===== src/rtl/ap_mult_err_mon.sv =====
// rtl/ap_mult_err_mon.sv - sequential exact-vs-approximate multiplier error monitor
module ap_mult_err_mon #(
    parameter int DW    = 12,
    parameter int CNT_W = 16,
    parameter int SUM_W = 40
) (
    input  logic               clk,
    input  logic               rst_n,
    input  logic               in_valid,
    output logic               in_ready,
    input  logic [DW-1:0]      muld,
    input  logic [DW-1:0]      mulr,
    input  logic [2*DW-1:0]    res_ap,
    input  logic               clr,
    output logic               out_valid,
    output logic [2*DW-1:0]    exact,
    output logic [2*DW-1:0]    err_abs,
    output logic               err_neg,
    output logic [CNT_W-1:0]   n_samples,
    output logic [CNT_W-1:0]   n_mismatch,
    output logic [2*DW-1:0]    err_max,
    output logic [SUM_W-1:0]   err_sum
);

    localparam int PW = 2 * DW;
    localparam int IW = $clog2(DW);

    typedef enum logic [1:0] {IDLE, CALC, UPD} state_t;

    state_t             state_q, state_d;
    logic [DW-1:0]      muld_q, muld_d;
    logic [DW-1:0]      mulr_q, mulr_d;
    logic [PW-1:0]      res_ap_q, res_ap_d;
    logic [PW-1:0]      acc_q, acc_d;
    logic [IW-1:0]      idx_q, idx_d;
    logic               out_valid_q, out_valid_d;
    logic [PW-1:0]      exact_q, exact_d;
    logic [PW-1:0]      err_abs_q, err_abs_d;
    logic               err_neg_q, err_neg_d;
    logic [CNT_W-1:0]   n_samples_q, n_samples_d;
    logic [CNT_W-1:0]   n_mismatch_q, n_mismatch_d;
    logic [PW-1:0]      err_max_q, err_max_d;
    logic [SUM_W-1:0]   err_sum_q, err_sum_d;

    // Signed difference of the captured approximate product against the exact one
    logic [PW:0]        diff;
    logic [PW:0]        diff_neg;
    logic [PW-1:0]      abs_w;
    logic [SUM_W:0]     sum_ext;

    // Error magnitude and saturating-sum helper for the UPD cycle
    always_comb begin
        diff     = {1'b0, res_ap_q} - {1'b0, acc_q};
        diff_neg = (~diff) + (PW+1)'(1);
        abs_w    = diff[PW] ? diff_neg[PW-1:0] : diff[PW-1:0];
        sum_ext  = {1'b0, err_sum_q} + (SUM_W+1)'(abs_w);
    end

    // Next-state logic: handshake capture, shift-add engine, result and statistics update
    always_comb begin
        state_d      = state_q;
        muld_d       = muld_q;
        mulr_d       = mulr_q;
        res_ap_d     = res_ap_q;
        acc_d        = acc_q;
        idx_d        = idx_q;
        out_valid_d  = 1'b0;
        exact_d      = exact_q;
        err_abs_d    = err_abs_q;
        err_neg_d    = err_neg_q;
        n_samples_d  = n_samples_q;
        n_mismatch_d = n_mismatch_q;
        err_max_d    = err_max_q;
        err_sum_d    = err_sum_q;

        case (state_q)
            IDLE: begin
                if (in_valid) begin
                    muld_d   = muld;
                    mulr_d   = mulr;
                    res_ap_d = res_ap;
                    acc_d    = '0;
                    idx_d    = '0;
                    state_d  = CALC;
                end
            end
            CALC: begin
                if (mulr_q[idx_q]) begin
                    acc_d = acc_q + (PW'(muld_q) << idx_q);
                end
                idx_d = idx_q + IW'(1);
                if (idx_q == IW'(DW - 1)) begin
                    state_d = UPD;
                end
            end
            UPD: begin
                exact_d     = acc_q;
                err_abs_d   = abs_w;
                err_neg_d   = diff[PW];
                out_valid_d = 1'b1;
                if (n_samples_q != '1) begin
                    n_samples_d = n_samples_q + CNT_W'(1);
                end
                if ((abs_w != '0) && (n_mismatch_q != '1)) begin
                    n_mismatch_d = n_mismatch_q + CNT_W'(1);
                end
                if (abs_w > err_max_q) begin
                    err_max_d = abs_w;
                end
                err_sum_d = sum_ext[SUM_W] ? '1 : sum_ext[SUM_W-1:0];
                state_d   = IDLE;
            end
            default: begin
                state_d = IDLE;
            end
        endcase

        // Clearing statistics wins over the UPD update; per-sample results are unaffected
        if (clr) begin
            n_samples_d  = '0;
            n_mismatch_d = '0;
            err_max_d    = '0;
            err_sum_d    = '0;
        end
    end

    // State and output registers with asynchronous clear
    always_ff @(posedge clk or negedge rst_n) begin
        if (!rst_n) begin
            state_q      <= IDLE;
            muld_q       <= '0;
            mulr_q       <= '0;
            res_ap_q     <= '0;
            acc_q        <= '0;
            idx_q        <= '0;
            out_valid_q  <= 1'b0;
            exact_q      <= '0;
            err_abs_q    <= '0;
            err_neg_q    <= 1'b0;
            n_samples_q  <= '0;
            n_mismatch_q <= '0;
            err_max_q    <= '0;
            err_sum_q    <= '0;
        end else begin
            state_q      <= state_d;
            muld_q       <= muld_d;
            mulr_q       <= mulr_d;
            res_ap_q     <= res_ap_d;
            acc_q        <= acc_d;
            idx_q        <= idx_d;
            out_valid_q  <= out_valid_d;
            exact_q      <= exact_d;
            err_abs_q    <= err_abs_d;
            err_neg_q    <= err_neg_d;
            n_samples_q  <= n_samples_d;
            n_mismatch_q <= n_mismatch_d;
            err_max_q    <= err_max_d;
            err_sum_q    <= err_sum_d;
        end
    end

    assign in_ready   = (state_q == IDLE);
    assign out_valid  = out_valid_q;
    assign exact      = exact_q;
    assign err_abs    = err_abs_q;
    assign err_neg    = err_neg_q;
    assign n_samples  = n_samples_q;
    assign n_mismatch = n_mismatch_q;
    assign err_max    = err_max_q;
    assign err_sum    = err_sum_q;

endmodule

===== config.mk =====
export PLATFORM = sky130hd
export DESIGN_NAME = ap_mult_err_mon
export DESIGN_NICKNAME = d
export VERILOG_FILES = /design/src/rtl/ap_mult_err_mon.sv
export SDC_FILE = /design/constraint.sdc
export NUM_CORES = 1
export LEC_CHECK = 0
export CAP_MARGIN = 25
export CORE_MARGIN = 5
export CORE_UTILIZATION = 30
export CTS_BUF_LIST = sky130_fd_sc_hd__clkbuf_8
export DETAILED_ROUTE_END_ITERATION = 8
export PLACE_DENSITY = 0.58
export SLEW_MARGIN = 20
export SYNTH_ARGS = -nofsm -noshare
export SYNTH_HDL_FRONTEND = slang
export SYNTH_SLANG_ARGS = --single-unit

===== constraint.sdc =====
create_clock -name clk -period 6 [get_ports clk]
set_clock_uncertainty 0.15 [all_clocks]
set_input_delay 1.2 -clock clk [delete_from_list [all_inputs] [get_ports clk]]
set_output_delay 1.2 -clock clk [all_outputs]
set_load 0.02 [all_outputs]

Yosys cells after proc, flatten, opt, wreduce, memory -nomap -nowiden. Cells that the tools add are included.

Register bits: 224. Latch bits: 0. Memory bits (writable): 0. Bits in read-only memories: 0. Input bits: 52. Output and inout port bits: 147. Logic and storage cells: 72. Memories: 0.

Add/sub/neg operators: 7. Multiply operators: 0. Divide/modulo/power cells: 0. Magnitude comparators: 2. Equality and inequality tests: 8. Shifts and indexed selects: 1. Muxes and demuxes: 24. Bitwise logic cells: 1. Reductions and logical operators: 15.

Operator list (count): 24-bit 2-to-1 mux (6); 40-bit 2-to-1 mux (3); 16-bit 2-to-1 mux (6); 24-bit case mux with 2 select lines (1); 40-bit by 24-bit adder with 41-bit output (1); 16-bit by 1-bit adder with 16-bit output, second input constant (2); 16-bit inequality test, second input constant (2); 24-bit by 24-bit subtractor with 25-bit output (1); 24-bit by 1-bit adder with 24-bit output, second input constant (1); 24-bit adder (1); 24-bit greater-than comparator (1); 24-bit NOT (1); 24-bit nonzero test (1); 12-bit by 4-bit left shift with 24-bit output (1); 2-bit AND reduction (6); 2-bit nonzero test (5); 4-bit case mux with 2 select lines (1); 2-bit inequality test, second input constant (3); 4-bit by 5-bit < comparator with 1-bit output, second input constant (1); 4-bit by 1-bit adder with 4-bit output, second input constant (1); 1-bit binary-select mux with 4-bit select (1); 4-bit == test, second input constant (1); 2-bit 2-to-1 mux (2); 4-bit 2-to-1 mux (1); other kinds (7) (8).

Logic depth before layout (Yosys ltp). Gate-level depths: netlist (run 1).

Word-level depth: 9. Depth in mapped cells: 28. Depth with buffers taken out: 26.

Worst setup path before layout (run 1). Ideal clock, no wire load.

Path type: reg2reg. Start point: register acc_q[0]. End point: register err_sum_q[29] (netlist: err_sum[29]). Library setup time: 147 ps. Data arrival time: 6152 ps. Setup slack: -449 ps. Cell stages (with the launch flop): 27. Path buffers: 2. Path through: dfrtp_1 -> ha_1 -> fa_1 -> nand2b_1 -> a211oi_1 -> o211ai_2 -> o21ai_2 -> a31oi_1 -> o21ai_1 -> clkbuf_1 -> nor2_1 -> xnor2_1 -> ha_1 -> a21o_1 -> a21oi_1 -> o21bai_1 -> a21o_1 -> a2111oi_0 -> o31ai_1 -> a21o_1 -> a21o_1 -> a21oi_1 -> o31a_1 -> clkbuf_1 -> inv_1 -> nor2_1 -> a311oi_1.

Word-level cells in the longest chain between the ends: 8.

RTL lines: start, declared (RTL line 34) `logic [PW-1:0] acc_q, acc_d;`; start signal, assigned (RTL line 134) `acc_q <= '0;`; start signal, assigned (RTL line 149) `acc_q <= acc_d;`; 24-bit by 24-bit subtractor with 25-bit output (*) (RTL line 53) `diff = {1'b0, res_ap_q} - {1'b0, acc_q};`; 24-bit NOT (RTL line 54) `diff_neg = (~diff) + (PW+1)'(1);`; 24-bit by 1-bit adder with 24-bit output (RTL line 54); 24-bit 2-to-1 mux (*) (RTL line 55) `abs_w = diff[PW] ? diff_neg[PW-1:0] : diff[PW-1:0];`; net abs_w[2] (RTL line 48) `logic [PW-1:0] abs_w;`; 40-bit by 24-bit adder with 41-bit output (*) (RTL line 56) `sum_ext = {1'b0, err_sum_q} + (SUM_W+1)'(abs_w);`; 40-bit 2-to-1 mux (*) (RTL line 110) `err_sum_d = sum_ext[SUM_W] ? '1 : sum_ext[SUM_W-1:0];`; 40-bit 2-to-1 mux (*) (RTL line 76) `case (state_q)`; 40-bit 2-to-1 mux (*) (RTL line 119) `if (clr) begin`; end signal, assigned (RTL line 158) `err_sum_q <= err_sum_d;`; end, declared (RTL line 43) `logic [SUM_W-1:0] err_sum_q, err_sum_d;`.

Mark *: on every way through the listed nets, which the timed path passes. The rest lies on a longest branch. The select of a mux whose other input is x is not followed. A chain may end at the register's enable or synchronous reset.

Worst setup path in the final report (run 1).
Start point: register acc_q[0]. End point: register err_sum_q[39] (netlist: err_sum[39]).

Same word-level chain as after synthesis.

==> results.yml, run 1 <==
status:
  outcome: "complete, no violations"
synthesis:
  synth.cell_area_um2: 14650
  ys_types: 77
  ys_seq_elements: 224
  postSynthAreaPerCell_um2: 8.495
  ys_seq_area_share_pct: 38.27
  ys.flop_type: "dfrtp_1"
  ys_warn_count: 0
  synthArstFlopShare_pct: 100.0
  synthCells: 1724
  synth_nets: 1882
  synth_edf_count: 0
die:
  die-width_um: 230.9
  die_h_um: 230.9
  initial_core_util_pct: 30.11
  io_pins: 199
  die_area_um2: 53340
  core-area_um2: 48650
  rows: 81
finish:
  register_area_um2: 5605
  areaGrowthSynthToFinish_pct: 28.42
  n_antenna_cell: 0
  fillers: 4963
  layout.nets: 2121
  final_cell_count_no_fill: 2613
  drive_gt1_share_pct: 10.05
  multiInputGateArea_um2: 8697
drt:
  firstDrtPassIters: 5
  ant_nets: 0
  drc: 0
  wire_per_inst_um: 17.59
  drt_first_iter_violations: 824
  via_per_inst: 5.064
  routed_wl_mm: 45.96
  vias: 13231
worst_setup_path:
  crit_start: "acc_q[0]"
  worstRegToRegCells: 21
  crit_path_top_delay_cell: "or4_1"
  path_buf_inv: 2
  cp_max_fo: 7
  timing.rr.end: "err_sum[39]"
  path_delay_family: "compound AO/OA/AOI/OAI gates"
  cp-start-kind: "register"
  crit_type: "register to register"
  worstPathRequired_ns: 6.32
  slowest_delay_ns: 0.57
  r2r_start: "acc_q[0]"
  arrival_ns: 6.01
  reg2reg_slack_ns: 0.31
  end_kind: "register"
  path_cells: "ha_1, fa_1, nand2b_1, a211oi_2, o211ai_2, o21ai_2, buf_4, nand2_1, xnor2_2, or4_4, or4_1, o31ai_4, xnor2_4, ha_4, o21ai_0, a21oi_1, a211oi_2, buf_4, nor3_4, a31oi_1, a311oi_1"
global_routing:
  grt-ovfl-total: 0
  antenna_found_initial: 0
  grt_pass1_vias: 13187
  busiest_layer: "met2"
  gr-usage-met2_pct: 27.19
  track_usage_pct: 16.63
  grt_util_met1_pct: 22.70
  grt_max_degree: 127
  grt_pass1_wl_mm: 72.06
  grtUsageMet3_pct: 2.902
sta:
  finalCriticalPeriod_ns: 5.687
  fin_crit_sh_pct: 94.79
  timing.slew.headroom_pct: 38.02
  finalHoldViolCount: 0
  whs_ns: 0.3236
  timing.fmax_mhz: 175.8
  tightest_slew_ns: 0.9296
  slew_viol_final: 0
  setup_viol: 0
  rsz0062_at_grt: "true"
hold_path:
  holdPathStages: 2
  holdPathEnd: "err_abs[23]"
  hold_path.class: "register to register"
  worstHoldStart: "err_abs[23]"
clock_tree:
  clk_path_buf_depth: 3
  htree_levels: 2
  clk_pin_slew_worst_paths_ns: 0.06
  cts_buffers: 43
  cts_tree: "built"
  clock_sinks: 224
  clock_latency_ns: 0.60
  cts_root_buf: "clkbuf_8"
flow_run:
  timing.max_cap.violations: 0
place:
  place.gp.congestion: 0.8744
  place_hpwl_mm: 33.81
  io_buffers: 198
  dp_cells: 2526
registers in the layout, indices dropped and copies added (netlist names), 2 cells and up:
register    flops
exact          24
err_max        24
muld_q         12
mulr_q         12
state_q         2
n_samples      16
acc_q          24
err_abs        24
err_sum        40
n_mismatch     16
idx_q           4
res_ap_q       24
timing repair:
action	in CTS	in global routing
buffers inserted	0	10
resized for setup	3	41
setup endpoints to repair	6	64
hold buffers	0	0
pin swaps	0	18
gates cloned	0	3
cell families after synthesis:
kind of cell	count (synthesis)	share of synthesized area [%]
simple gates	707	21.73
compound gates	391	17.30
flops	224	38.27
buf+inv	152	4.067
fa+ha+maj	106	9.210
xor+xnor	103	6.160
mux	41	3.255
cells in the final DEF, fill, tap and decap left out, types with 25 or more instances in the layout:
master,n
a211oi_1,31
a21oi_1,85
nand3_1,43
nor2_1,157
dfrtp_1,224
clkbuf_8,53
ha_1,100
xnor2_1,57
o21ai_0,98
xor2_1,41
nand2_1,339
clkdlybuf4s50_1,196
a21o_1,37
buf_4,62
nor3_1,25
inv_1,89
how the worst max path moves through the flow:
stage,endpoint,slack [ns],depth (start not counted)
finish,err_sum[39],0.31,21
global route,err_sum[29],-0.05,25
CTS,err_sum[29],0.03,24
detailed placement,err_sum[37],-0.04,22
global placement,err_sum[37],0.05,22
floorplan,err_sum[39],0.01,25
per-layer routing:
| layer | vias up | routed length [µm] |
|---|---|---|
| met5 | - | 0 |
| met1 | 6327 | 21180 |
| met4 | 0 | 1186 |
| met2 | 316 | 21310 |
| li1 | 6516 | - |
| met3 | 72 | 2285 |
layout make-up:
class,count,area share (%)
clock buffer,53,3.878
clock inverter,20,0.5987
inverter,80,1.597
multi-input combinational,1348,46.24
sequential,224,29.80
tap,622,4.138
timing repair buffer,266,13.74
synthesized netlist by cell type (all sizes together), types with 12 or more instances:
master	number	area, µm²
a211oi	35	262.8
a21o	37	277.8
a21oi	93	476.7
a311oi	19	166.4
a31oi	14	102.6
and3	16	100.1
buf	12	70.07
clkbuf	60	225.2
dfrtp	224	5605
ha	103	1289
inv	76	285.3
mux2	17	198.9
mux2i	21	210.2
nand2	339	1272
nand2b	15	93.84
nand3	45	225.2
nand4	22	137.6
nor2	160	608.1
nor2b	24	150.1
nor3	28	145.1
o21ai	110	554.3
o21bai	16	120.1
o31ai	13	97.59
xnor2	60	525.5
xor2	43	376.6
tightest hold or removal path, delay by kind of cell, from the launching register on:
kind / cells / cell delay (ns)
DFF: 1 / 0.34
and+or+nand+nor: 2 / 0.10
metrics by stage:
step                      setup slack (ns)  utilization (%)  area [µm²]  setup TNS, ns
after global routing              -0.04993            38.66       18810        -0.4599
after CTS                          0.02595            37.91       18440              0
after global placement             0.04924            36.10       17560              0
after floorplan                   0.009924                -       14660              0
after detailed placement          -0.04123            36.15       17590       -0.06792
final                               0.3127            38.66       18810              0
Power of run 1 is left out: the tool's default activity adds up to more than one toggle a clock period on the data nets, which glitch-free logic cannot reach.
==> inputs of run 2 (changes only) <==
- CELL_PAD_IN_SITES_DETAIL_PLACEMENT: unset -> 2
- CELL_PAD_IN_SITES_GLOBAL_PLACEMENT: unset -> 2
- HOLD_SLACK_MARGIN: unset -> 0.08
- PLACE_DENSITY: 0.58 -> 0.83
==> run 2 against run 1 <==
Non-clock buffer count is 3 higher. Wire length is 27% higher. Worst hold slack better by 0.013 ns. Critical path type unchanged.
==> results.yml, run 2 (synthesis gave the netlist of run 1 again) <==
die:
  die-width_um: 230.9
  io_pins: 199
  rows: 81
  die_h_um: 230.9
  core-area_um2: 48650
  die_area_um2: 53340
  initial_core_util_pct: 30.11
finish:
  layout.nets: 2126
  fillers: 5464
  stdcell_area_um2: 19010
  mostFrequentLayoutCell: "nand2_1"
  final_cell_mix: "339 x nand2_1, 224 x dfrtp_1, 196 x clkdlybuf4s50_1"
  final_cell_count_no_fill: 2621
  n_antenna_cell: 0
  drive_gt1_share_pct: 11.01
  largest_reg_flops: 40
  post-route-util_pct: 39.08
  areaGrowthSynthToFinish_pct: 29.82
worst_setup_path:
  crit_type: "register to register"
  cp_max_fo: 7
  cp-start-kind: "register"
  worstPathRequired_ns: 6.33
  end_kind: "register"
  arrival_ns: 6.29
drt:
  via_per_inst: 5.377
  ant_nets: 0
  drc: 0
  drt_first_iter_violations: 777
  routed_wl_mm: 58.35
  vias: 14092
  firstDrtPassIters: 5
  wire_per_inst_um: 22.26
place:
  io_buffers: 198
  place.gp.congestion: 0.8604
  place_ws_ns: -0.1853
  place_hpwl_mm: 41.29
  place_area_um2: 17640
  dp_cells: 2533
clock_tree:
  clk_pin_slew_worst_paths_ns: 0.06
  clk_path_buf_depth: 3
  cts_tree: "built"
  clock_latency_ns: 0.64
  cts_root_buf: "clkbuf_8"
  htree_levels: 2
  cts_buffers: 45
  hold_buffers: 0
  clock_sinks: 224
sta:
  timing.fmax_mhz: 167.9
  setup_viol: 0
  finalHoldViolCount: 0
  fin_crit_sh_pct: 99.25
  timing.slew.headroom_pct: 31.69
  slew_viol_final: 0
  worst_slack_ns: 0.04503
  finalCriticalPeriod_ns: 5.955
  tightest_slew_ns: 1.025
global_routing:
  antenna_found_initial: 1
  grt_pass1_wl_mm: 88.82
  grt-ovfl-total: 0
  track_usage_pct: 20.51
  grt_max_degree: 117
  grt_pass1_vias: 15622
flow_run:
  timing.max_cap.violations: 0
hold_path:
  hold_path.class: "register to register"
status:
  outcome: "complete, no violations"
[run 2: changes by cell type in the layout (fill, tap and decap cells not counted), sizes merged]
cell and change:
inv -4, clkbuf +3, bufinv +4, clkinvlp -2, buf +3, clkinv +4
[run 2: final timing paths]
kind                                end  slack, ns  depth (start not counted)        from
setup / recovery            err_sum[37]       0.05                         26   acc_q[11]
hold reg to reg              err_abs[5]       0.34                          2  err_abs[5]
setup reg to reg            err_sum[37]       0.05                         26   acc_q[11]
min in group asynchronous    err_max[2]       0.41                          1       rst_n
max in group asynchronous  n_samples[5]       4.11                          2       rst_n
hold / removal               err_abs[5]       0.34                          2  err_abs[5]
[run 2: timing repair]
action                                  4_1_cts  5_1_grt
cloned                                        0        1
endpoints found under the setup margin       64       64
pin swaps                                     5       15
setup buffers                                 0        9
resized for setup                            18       40
[run 2: per-stage QoR]
step	hold WS (ns)	TNS (ns)
final	0.3362	0
after global routing	0.3471	-6.352
after CTS	0.3354	0
after detailed placement	0.3228	-3.619
after global placement	0.3053	0
after floorplan	0.2903	0
[run 2: layout make-up]
cell class / count / area, µm² / area share, %
Sequential cell: 224 / 5605 / 29.48
Multi-Input combinational cell: 1348 / 8746 / 46.00
Clock inverter: 22 / 235.2 / 1.237
Clock buffer: 56 / 770.7 / 4.054
Inverter: 80 / 300.3 / 1.579
Tap cell: 622 / 778.2 / 4.093
Timing Repair Buffer: 269 / 2576 / 13.55
[run 2: critical path, stage by stage (launching register included)]
cell      delay, ns
dfrtp_1        0.38
inv_1          0.08
ha_1           0.41
a21o_1         0.23
a31oi_1        0.29
nor2b_1        0.26
o21ai_2        0.13
a31oi_2        0.31
buf_4          0.18
o21a_1         0.24
buf_4          0.20
nand2_1        0.08
xnor2_1        0.25
ha_1           0.32
buf_4          0.18
o21ai_0        0.27
a21oi_1        0.17
nand3_1        0.13
o21ai_0        0.12
a211oi_2       0.37
nor3_4         0.11
a211oi_2       0.31
nor3_1         0.09
buf_4          0.19
nand3_1        0.11
mux2i_1        0.20
nor2_1         0.06
[run 2: layer usage]
metal | part of all wire, % | vias to the layer above | track usage (%)
met1 | 43 | 7180 | 25.88
met3 | 3.7 | 108 | 3.025
li1 | - | 6510 | -
met4 | 2.8 | 0 | 5.256
met2 | 50 | 294 | 36.82
met5 | 0 | - | 0
Power of run 2 is left out for the same reason.
